**src/rtl/router_pkg.sv**
```systemverilog
// Router-wide constants, direction encoding and small helpers shared by router blocks.
// Latency: n/a (declarations only).
// Backpressure: n/a.
package router_pkg;

    localparam int NUM_PORTS        = 5;
    localparam int NUM_VCS          = 2;
    localparam int VC_ID_BITS       = $clog2(NUM_VCS);
    localparam int CREDIT_CTR_WIDTH = 4;
    localparam int PORT_BITS        = $clog2(NUM_PORTS);
    // Pointer width that stays legal even for a single-VC build.
    localparam int VC_PTR_BITS      = (NUM_VCS > 1) ? $clog2(NUM_VCS) : 1;

    localparam logic [CREDIT_CTR_WIDTH-1:0] CRED_ONE = CREDIT_CTR_WIDTH'(1);

    // Output direction requested by an input VC; DI means "no request".
    typedef enum logic [2:0] {
        LOCAL = 3'd0,
        EAST  = 3'd1,
        SOUTH = 3'd2,
        WEST  = 3'd3,
        NORTH = 3'd4,
        DI    = 3'd7
    } dir_t;

    // True when the direction names a real output port of this router.
    function automatic logic dir_valid(input dir_t d);
        return (d != DI) && (int'(d) < NUM_PORTS);
    endfunction

    // Output port index addressed by a direction.
    function automatic logic [PORT_BITS-1:0] dir_port(input dir_t d);
        return PORT_BITS'(d);
    endfunction

endpackage

```
**src/rtl/switch_allocator_rr_arbiter.sv**
```systemverilog
// Round-robin arbiter: grants the first requester at or after ptr_i, wrapping around.
// Latency: purely combinational.
// Backpressure: none; the caller owns the pointer and decides when to advance it.
module rr_arbiter #(
    parameter int N  = 2,
    parameter int PW = (N > 1) ? $clog2(N) : 1
) (
    input  logic [N-1:0]  req_i,
    input  logic [PW-1:0] ptr_i,
    output logic [N-1:0]  gnt_o,
    output logic          any_o
);

    // Two passes: first the upper segment [ptr..N-1], then the wrapped segment [0..ptr-1].
    always_comb begin
        gnt_o = '0;
        any_o = 1'b0;
        for (int j = 0; j < N; j++) begin
            if (!any_o && req_i[j] && (j >= int'(ptr_i))) begin
                gnt_o[j] = 1'b1;
                any_o    = 1'b1;
            end
        end
        for (int j = 0; j < N; j++) begin
            if (!any_o && req_i[j] && (j < int'(ptr_i))) begin
                gnt_o[j] = 1'b1;
                any_o    = 1'b1;
            end
        end
    end

endmodule

```
**src/rtl/switch_allocator.sv**
```systemverilog
// Separable input-first round-robin switch allocator; SA_ISLIP_EN selects iSLIP input-pointer update.
// Latency: requests/credits sampled in cycle t, registered grant and crossbar selects visible in t+1.
// Backpressure: a request is only eligible while its downstream VC has a credit not already spent by last cycle's grant.
module switch_allocator
    import router_pkg::*;
(
    input  logic                        clk,
    input  logic                        arst_n,
    input  dir_t                        req_dir             [NUM_PORTS][NUM_VCS],
    input  logic [VC_ID_BITS-1:0]       req_ovc_id          [NUM_PORTS][NUM_VCS],
    input  logic [CREDIT_CTR_WIDTH-1:0] ovc_credits_count_r [NUM_PORTS][NUM_VCS],
    output logic [NUM_VCS-1:0]          sw_allocated_r      [NUM_PORTS],
    output logic [PORT_BITS-1:0]        xbar_sel_r          [NUM_PORTS],
    output logic [NUM_PORTS-1:0]        xbar_valid_r
);

    logic [NUM_VCS-1:0]     elig    [NUM_PORTS];
    logic [NUM_VCS-1:0]     s1_gnt  [NUM_PORTS];
    logic [NUM_PORTS-1:0]   s1_any;
    logic [VC_PTR_BITS-1:0] s1_idx  [NUM_PORTS];
    logic [PORT_BITS-1:0]   s1_dir  [NUM_PORTS];
    logic [VC_ID_BITS-1:0]  s1_ovc  [NUM_PORTS];
    logic [NUM_PORTS-1:0]   s2_req  [NUM_PORTS];
    logic [NUM_PORTS-1:0]   s2_gnt  [NUM_PORTS];
    logic [NUM_PORTS-1:0]   s2_any;
    logic [NUM_PORTS-1:0]   in_won;

    logic [VC_PTR_BITS-1:0] in_ptr_q  [NUM_PORTS];
    logic [VC_PTR_BITS-1:0] in_ptr_d  [NUM_PORTS];
    logic [PORT_BITS-1:0]   out_ptr_q [NUM_PORTS];
    logic [PORT_BITS-1:0]   out_ptr_d [NUM_PORTS];
    logic [NUM_VCS-1:0]     pend_q    [NUM_PORTS];
    logic [NUM_VCS-1:0]     pend_d    [NUM_PORTS];
    logic [NUM_VCS-1:0]     alloc_q   [NUM_PORTS];
    logic [NUM_VCS-1:0]     alloc_d   [NUM_PORTS];
    logic [PORT_BITS-1:0]   sel_q     [NUM_PORTS];
    logic [PORT_BITS-1:0]   sel_d     [NUM_PORTS];
    logic [NUM_PORTS-1:0]   vld_q;
    logic [NUM_PORTS-1:0]   vld_d;

    // Eligibility: valid direction and a credit left once last cycle's grant to that output VC is accounted for.
    always_comb begin
        for (int p = 0; p < NUM_PORTS; p++) begin
            for (int v = 0; v < NUM_VCS; v++) begin
                elig[p][v] = 1'b0;
                if (dir_valid(req_dir[p][v])) begin
                    for (int o = 0; o < NUM_PORTS; o++) begin
                        for (int c = 0; c < NUM_VCS; c++) begin
                            if ((dir_port(req_dir[p][v]) == PORT_BITS'(o)) &&
                                (req_ovc_id[p][v] == VC_ID_BITS'(c))) begin
                                elig[p][v] = pend_q[o][c] ? (ovc_credits_count_r[o][c] > CRED_ONE)
                                                          : (ovc_credits_count_r[o][c] != '0);
                            end
                        end
                    end
                end
            end
        end
    end

    for (genvar gp = 0; gp < NUM_PORTS; gp++) begin : g_in_arb
        rr_arbiter #(.N(NUM_VCS)) u_in_arb (
            .req_i (elig[gp]),
            .ptr_i (in_ptr_q[gp]),
            .gnt_o (s1_gnt[gp]),
            .any_o (s1_any[gp])
        );
    end

    // Decode each input's stage-1 winner into VC index, target output port and target output VC.
    always_comb begin
        for (int p = 0; p < NUM_PORTS; p++) begin
            s1_idx[p] = '0;
            s1_dir[p] = '0;
            s1_ovc[p] = '0;
            for (int v = 0; v < NUM_VCS; v++) begin
                if (s1_gnt[p][v]) begin
                    s1_idx[p] = VC_PTR_BITS'(v);
                    s1_dir[p] = dir_port(req_dir[p][v]);
                    s1_ovc[p] = req_ovc_id[p][v];
                end
            end
        end
    end

    // Stage-2 request matrix: output o sees every input whose stage-1 winner targets it.
    always_comb begin
        for (int o = 0; o < NUM_PORTS; o++) begin
            for (int p = 0; p < NUM_PORTS; p++) begin
                s2_req[o][p] = s1_any[p] && (s1_dir[p] == PORT_BITS'(o));
            end
        end
    end

    for (genvar go = 0; go < NUM_PORTS; go++) begin : g_out_arb
        rr_arbiter #(.N(NUM_PORTS)) u_out_arb (
            .req_i (s2_req[go]),
            .ptr_i (out_ptr_q[go]),
            .gnt_o (s2_gnt[go]),
            .any_o (s2_any[go])
        );
    end

    // Input-side next state: final grant per input and its round-robin pointer.
    always_comb begin
        for (int p = 0; p < NUM_PORTS; p++) begin
            in_won[p] = 1'b0;
            for (int o = 0; o < NUM_PORTS; o++) begin
                if (s2_gnt[o][p]) begin
                    in_won[p] = 1'b1;
                end
            end
            alloc_d[p]  = in_won[p] ? s1_gnt[p] : '0;
            in_ptr_d[p] = in_ptr_q[p];
`ifdef SA_ISLIP_EN
            if (in_won[p]) begin
`else
            if (s1_any[p]) begin
`endif
                in_ptr_d[p] = (int'(s1_idx[p]) == NUM_VCS - 1) ? '0 : s1_idx[p] + 1'b1;
            end
        end
    end

    // Output-side next state: crossbar select/valid, output pointer, and the pending-credit history.
    always_comb begin
        for (int o = 0; o < NUM_PORTS; o++) begin
            vld_d[o]     = s2_any[o];
            sel_d[o]     = sel_q[o];
            out_ptr_d[o] = out_ptr_q[o];
            for (int p = 0; p < NUM_PORTS; p++) begin
                if (s2_gnt[o][p]) begin
                    sel_d[o]     = PORT_BITS'(p);
                    out_ptr_d[o] = (p == NUM_PORTS - 1) ? '0 : PORT_BITS'(p + 1);
                end
            end
            for (int c = 0; c < NUM_VCS; c++) begin
                pend_d[o][c] = 1'b0;
                for (int p = 0; p < NUM_PORTS; p++) begin
                    if (in_won[p] && (s1_dir[p] == PORT_BITS'(o)) && (s1_ovc[p] == VC_ID_BITS'(c))) begin
                        pend_d[o][c] = 1'b1;
                    end
                end
            end
        end
    end

    // Grant, crossbar and pointer registers; reset drops every grant immediately.
    always_ff @(posedge clk or negedge arst_n) begin
        if (!arst_n) begin
            for (int i = 0; i < NUM_PORTS; i++) begin
                in_ptr_q[i]  <= '0;
                out_ptr_q[i] <= '0;
                pend_q[i]    <= '0;
                alloc_q[i]   <= '0;
                sel_q[i]     <= '0;
            end
            vld_q <= '0;
        end else begin
            for (int i = 0; i < NUM_PORTS; i++) begin
                in_ptr_q[i]  <= in_ptr_d[i];
                out_ptr_q[i] <= out_ptr_d[i];
                pend_q[i]    <= pend_d[i];
                alloc_q[i]   <= alloc_d[i];
                sel_q[i]     <= sel_d[i];
            end
            vld_q <= vld_d;
        end
    end

    assign sw_allocated_r = alloc_q;
    assign xbar_sel_r     = sel_q;
    assign xbar_valid_r   = vld_q;

endmodule

```
**config.mk**
```make
export PLATFORM = sky130hd
export DESIGN_NAME = switch_allocator
export DESIGN_NICKNAME = d
export VERILOG_FILES = /design/src/rtl/router_pkg.sv /design/src/rtl/switch_allocator_rr_arbiter.sv /design/src/rtl/switch_allocator.sv
export SDC_FILE = /design/constraint.sdc
export NUM_CORES = 1
export LEC_CHECK = 0
export ABC_AREA = 0
export BUFFER_PORTS_ARGS = -buffer_cell sky130_fd_sc_hd__buf_2
export CORE_UTILIZATION = 57
export DETAILED_ROUTE_END_ITERATION = 16
export PLACE_DENSITY = 0.82
export SETUP_SLACK_MARGIN = 0.3
export SKIP_CTS_REPAIR_TIMING = 1
export SKIP_LAST_GASP = 1
export SYNTH_ARGS = -nofsm -noshare
export SYNTH_HDL_FRONTEND = slang
export SYNTH_SLANG_ARGS = --single-unit
```
**constraint.sdc**
```tcl
create_clock -name clk -period 4.45 [get_ports clk]
set_input_delay 0.89 -clock clk [delete_from_list [all_inputs] [get_ports clk]]
set_output_delay 0.89 -clock clk [all_outputs]
set_load 0.02 [all_outputs]
```
### Word-level counts from Yosys, hierarchy flattened

Index checks and enable logic that the tools add are counted.

* add/subtract/negate cells: 5
* order comparisons: 80
* equal/unequal tests: 70
* mux-type cells: 400
* bitwise operators: 15
* reductions and logical operators: 410

Operator list (number)
* $mux W1: 335
* $logic_and A1 B1 Y1: 325
* $mux W3: 60
* $eq A3 B2 Y1 const B: 30
* $logic_not A1 Y1: 55
* $eq A3 B1 Y1 const B: 15
* $eq A3 B3 Y1 const B: 15
* $logic_not A3 Y1: 15
* $gt A4 B1 Y1 const B: 10
* $reduce_bool A4 Y1: 10
* $ge A1 B3 Y1 const A: 10
* $ge A2 B3 Y1 const A: 10
* $lt A1 B3 Y1 const A: 10
* $lt A2 B3 Y1 const A: 10
* $lt A3 B3 Y1 const B: 10
* $ne A3 B3 Y1 const B: 10
* $reduce_bool A5 Y1: 5
* $ge A3 B3 Y1 const A: 5
* $lt A3 B3 Y1 const A: 5
* $not A1 Y1: 15
* $mux W2: 5
* $add A1 B1 Y1 const B: 5
* $ge A1 B1 Y1 const A: 5
* $lt A1 B1 Y1 const A: 5

* register bits after elaboration: 60
* bits of input ports: 82
* logic and storage cells: 1006

### Logic depth before layout (Yosys ltp)

* depth after elaboration: 72
* mapped depth: 14
* depth with buffers taken out: 12

### Modules after synthesis

From an unflattened synthesis, not the netlist that was laid out.

* cells, all modules: 776
* area total of the unflattened synthesis: 5935.7 sq um

By module, submodules not included
* switch_allocator: times used 1, cells each 541, area each 4440.5 sq um
* rr_arbiter (g_out_arb[0].u_out_arb ...): times used 5, cells each 43, area each 274.0 sq um
* rr_arbiter (g_in_arb[0].u_in_arb ...): times used 5, cells each 4, area each 25.0 sq um

### Worst setup path before layout

Ideal clock, no wire load.

* kind: input-to-reg
* start point: input req_ovc_id[6] (netlist name)
* end point: register alloc_q, in the netlist sw_allocated_r[6]
* library setup time: 119 ps
* arrival time: 3963 ps
* required time: 4331 ps
* slack: 368 ps
* cell stages on the path: 11
* buffers on the path: 1
* cells stage by stage: buf_1 > mux2_2 > mux4_2 > o21a_1 > a211o_1 > nor3_2 > o21ai_1 > nand3_2 > o21ai_1 > or4b_1 > and2_1

RTL lines
* from (decl): RTL line switch_allocator.sv:10 `input logic [VC_ID_BITS-1:0] req_ovc_id [NUM_PORTS][NUM_VCS],`
* to (signal, indexed assignment): RTL line switch_allocator.sv:164 `alloc_q[i] <= alloc_d[i];`
* to (decl): RTL line switch_allocator.sv:34 `logic [NUM_VCS-1:0] alloc_q [NUM_PORTS];`

### Worst setup path in the final report

* start point: input ovc_credits_count_r[24] (netlist name)
* end point: register sel_q, in the netlist xbar_sel_r[5]

* word-level cells in the longest chain between the ends: 62
* elaborated cells on any way between the ends: 209
* those cells by class: order compare: 1; eq/ne: 5; mux: 138; reduce/logical: 65

Ends and longest elaborated chain
* from (decl): RTL line switch_allocator.sv:11 `input logic [CREDIT_CTR_WIDTH-1:0] ovc_credits_count_r [NUM_PORTS][NUM_VCS],`
* $gt A4 B1 Y1 / $reduce_bool A4 Y1 (equally long branches): RTL line switch_allocator.sv:51, switch_allocator.sv:52
* $mux W1 (*): RTL line switch_allocator.sv:51 `elig[p][v] = pend_q[o][c] ? (ovc_credits_count_r[o][c] > CRED_ONE)`
* $mux W1 (7 in series): RTL line switch_allocator.sv:49 `if ((dir_port(req_dir[p][v]) == PORT_BITS'(o)) &&`
* $mux W1: RTL line switch_allocator.sv:46 `if (dir_valid(req_dir[p][v])) begin`
* $logic_and A1 B1 Y1: RTL line switch_allocator_rr_arbiter.sv:19 `if (!any_o && req_i[j] && (j >= int'(ptr_i))) begin`
* $mux W1: RTL line switch_allocator_rr_arbiter.sv:19
* $logic_not A1 Y1: RTL line switch_allocator_rr_arbiter.sv:19
* $logic_and A1 B1 Y1: RTL line switch_allocator_rr_arbiter.sv:19
* [... 38 more ...]
* $mux W1: RTL line switch_allocator_rr_arbiter.sv:25 `if (!any_o && req_i[j] && (j < int'(ptr_i))) begin`
* $logic_not A1 Y1: RTL line switch_allocator_rr_arbiter.sv:25
* $logic_and A1 B1 Y1 (2 in series): RTL line switch_allocator_rr_arbiter.sv:25
* $mux W1: RTL line switch_allocator_rr_arbiter.sv:25
* $logic_not A1 Y1: RTL line switch_allocator_rr_arbiter.sv:25
* $logic_and A1 B1 Y1 (2 in series): RTL line switch_allocator_rr_arbiter.sv:25
* $mux W1: RTL line switch_allocator_rr_arbiter.sv:25
* $reduce_bool A5 Y1 (no line) / $mux W3 (equally long branches)
* to (signal, indexed assignment): RTL line switch_allocator.sv:165 `sel_q[i] <= sel_d[i];`
* to (decl): RTL line switch_allocator.sv:36 `logic [PORT_BITS-1:0] sel_q [NUM_PORTS];`

Mark *: on every way between the ends. The rest lies on a longest branch, timed or not.
A chain may end at the register's enable or synchronous reset.

==> impl_metrics.env <==
export IMPL_start_kind="primary input"
export IMPL_vdd_drop_max_v=0.0004125
export IMPL_wl_per_cell_um=22.80
export IMPL_totalWireLength_mm=24.72
export IMPL_cpPeakStageDelay_ns=0.54
export IMPL_track_usage_pct=43.68
export IMPL_finalPower_mw=3.829
export IMPL_hold_ws_ns=0.4872
export IMPL_start_util_pct=59.87
export IMPL_powerDensity_mw_per_mm2=479.4
export IMPL_worstReg2RegStart="pend_q[3]"
export IMPL_die_w_um=104.3
export IMPL_grt_pass1_wl_mm=37.16
export IMPL_hp_start="xbar_sel_r[14]"
export IMPL_fin_crit_sh_pct=92.77
export IMPL_synth_flop_cell="dfrtp_1"
export IMPL_crit_fanout=7
export IMPL_cp_end_kind="flop"
export IMPL_yosysUniqueCellTypes=91
export IMPL_fin_nets=1027
export IMPL_rsz0062_at_grt="no"
export IMPL_hold_end="xbar_sel_r[14]"
export IMPL_min_path_cells=1
export IMPL_hold_viol=0
export IMPL_htree_levels=3
export IMPL_synthArstFlopShare_pct=100.0
export IMPL_period_needed_ns=4.128
export IMPL_dp_cells=1047
export IMPL_cp_common_cell="buf_4"
export IMPL_postRouteAntennaNets=0
export IMPL_maxCapViolCount=0
export IMPL_area_growth_pct=34.03
export IMPL_drive_gt1_share_pct=35.68
export IMPL_timing_slew_headroom_pct=39.41
export IMPL_path_cells="buf_2 > nor2b_4 > buf_6 > nor4_4 > buf_4 > mux2i_1 > mux4_2 > a21oi_2 > o32a_4 > o21bai_4 > buf_4 > o21ai_0 > a211oi_1 > a41oi_2 > buf_4 > buf_4 > a31o_2"
export IMPL_synth_area_mm2=0.005959
export IMPL_synth_edf_count=0
export IMPL_clk_pin_slew_ns=0.08
export IMPL_leakage_nw=3.555
export IMPL_r2r_slack_ns=0.48
export IMPL_ys_ff_latch=60
export IMPL_dr_pass1_iters=7
export IMPL_outcome="finished, final reports clean"
export IMPL_antenna_found_initial=0
export IMPL_cts_buffers=9
export IMPL_rows=36
export IMPL_clockBufferDepth=2
export IMPL_fin_cells=1084
export IMPL_critPathRequiredTime_ns=4.71
export IMPL_die_y_um=104.3
export IMPL_root_buffer="clkbuf_8"
export IMPL_yosysWarnings=0
export IMPL_reg2regPathDepth=14
export IMPL_grt_pass1_vias=7230
export IMPL_syn_nets=816
export IMPL_worstReg2RegEnd="pend_q[7]"
export IMPL_path_class="primary input to flop"
export IMPL_cts_tree="yes"
export IMPL_cts_sinks=60
export IMPL_gp_routability_congestion=1.064
export IMPL_boundaryPins=112
export IMPL_slew_violations=0
export IMPL_grt_ovfl_total=0
export IMPL_io_buffers=111
export IMPL_core_area_mm2=0.009955
export IMPL_vias=7832
export IMPL_drc=0
export IMPL_place_hpwl_mm=18.29
export IMPL_synthCells=734
export IMPL_vias_per_cell=7.225
export IMPL_drtIter0Drc=972
export IMPL_worst_slew_pin_slew_ns=0.9048
export IMPL_dieArea_mm2=0.01087
export IMPL_max_freq_mhz=242.2
export IMPL_yosysSeqAreaShare_pct=25.19
export IMPL_cp_arrival_ns=4.38
export IMPL_hp_class="flop to flop"
export IMPL_setup_viol=0
export IMPL_slowest_stage="mux4_2"
export IMPL_finClkSkew_ns=0.01311
export IMPL_syn_avg_cell_area_um2=8.119
export IMPL_clock_latency_ns=0.36
export IMPL_grt_max_degree=34
## routing by layer
layer / GRT usage, % / share of wire, %
met1: 54.67 / 36
met2: 70.29 / 45
met3: 9.398 / 12
met4: 23.78 / 6.5
met5: 0 / 0
## flip-flops by register name, indices dropped and copies added (netlist names)
name            cells
in_ptr_q            5
xbar_valid_r        5
pend_q             10
sw_allocated_r     10
xbar_sel_r         15
out_ptr_q          15
## worst max-delay path by stage
| stage | from | slack (ns) | end |
|---|---|---|---|
| 2_1_floorplan | req_ovc_id[6] | 0.37 | sw_allocated_r[6] |
| 3_3_place_gp | ovc_credits_count_r[12] | -0.18 | out_ptr_q[6] |
| 3_5_place_dp | ovc_credits_count_r[12] | -0.27 | out_ptr_q[6] |
| 4_1_cts | ovc_credits_count_r[12] | 0.07 | out_ptr_q[6] |
| 5_1_grt | ovc_credits_count_r[12] | 0.20 | sw_allocated_r[7] |
| 6_report | ovc_credits_count_r[24] | 0.32 | xbar_sel_r[5] |
## where the power goes
part / internal (mW) / switching [mW]
clock network: 0.274 / 0.240
logic: 0.930 / 1.36
registers: 0.776 / 0.249
total: 1.98 / 1.85
## synthesized netlist by cell type, drive strengths merged, types with 16 or more instances
| library cell | number | area share (%) |
|---|---|---|
| nor3 | 36 | 4.0 |
| and2 | 21 | 2.2 |
| inv | 39 | 2.5 |
| mux2i | 22 | 3.7 |
| o21ai | 33 | 2.8 |
| a21oi | 45 | 4.0 |
| nand3 | 40 | 3.4 |
| clkbuf | 18 | 1.1 |
| dfrtp | 60 | 25 |
| nand2 | 48 | 3.0 |
| a22oi | 16 | 2.2 |
| a211oi | 18 | 2.5 |
| nor2 | 60 | 3.8 |
## cell usage in the layout, fill, tap and decap left out, types with 11 or more instances in the layout
master and n:
buf_2 109, buf_4 108, dfrtp_1 60, nor2_1 58
nand2_1 47, a21oi_1 39, nand3_1 38, inv_1 38
o21ai_0 27, nor3_1 25, mux2i_1 22, and2_1 18
o211ai_1 14, a211oi_1 14, a22oi_1 13, or3_1 11
nand2b_1 11, o22ai_1 11
## metrics by stage
stage	setup slack [ns]	util, %	setup TNS, ns	area, µm²
final	0.3217	80.24	0	7988
after global routing	0.1966	80.22	0	7985
after CTS	0.06783	75.09	0	7475
after detailed placement	-0.2677	73.14	-3.795	7281
after global placement	-0.1762	73.14	-0.4107	7281
after floorplan	0.3677	-	0	5959
## critical path, delay by kind of cell
kind / cells / cell delay, ns
compound gates: 7 / 1.59
buf+inv: 6 / 0.93
mux: 2 / 0.62
simple gates: 2 / 0.34
## final cells by class
class                      instances  area [µm²]
antenna                            1       2.502
clock buffer                      12       145.1
clock inverter                     4       48.80
fill                             702        1967
inverter                          39       146.4
multi-input combinational        612        4553
sequential                        60        1501
tap                              133       166.4
timing repair buffer             223        1424
## cells by family (layout without fill, tap and decap cells)
logic type / Yosys count / after routing / share of synthesized area, %
AND/OR/NAND/NOR: 319 / 319 / 30.70
multiplexers: 29 / 29 / 6.152
other: 0 / 1 / 0
buffers and inverters: 62 / 278 / 3.989
AO/OA/AOI/OAI: 264 / 264 / 33.97
flip-flops: 60 / 60 / 25.19
No activity file was read; power rests on OpenSTA's default activity.
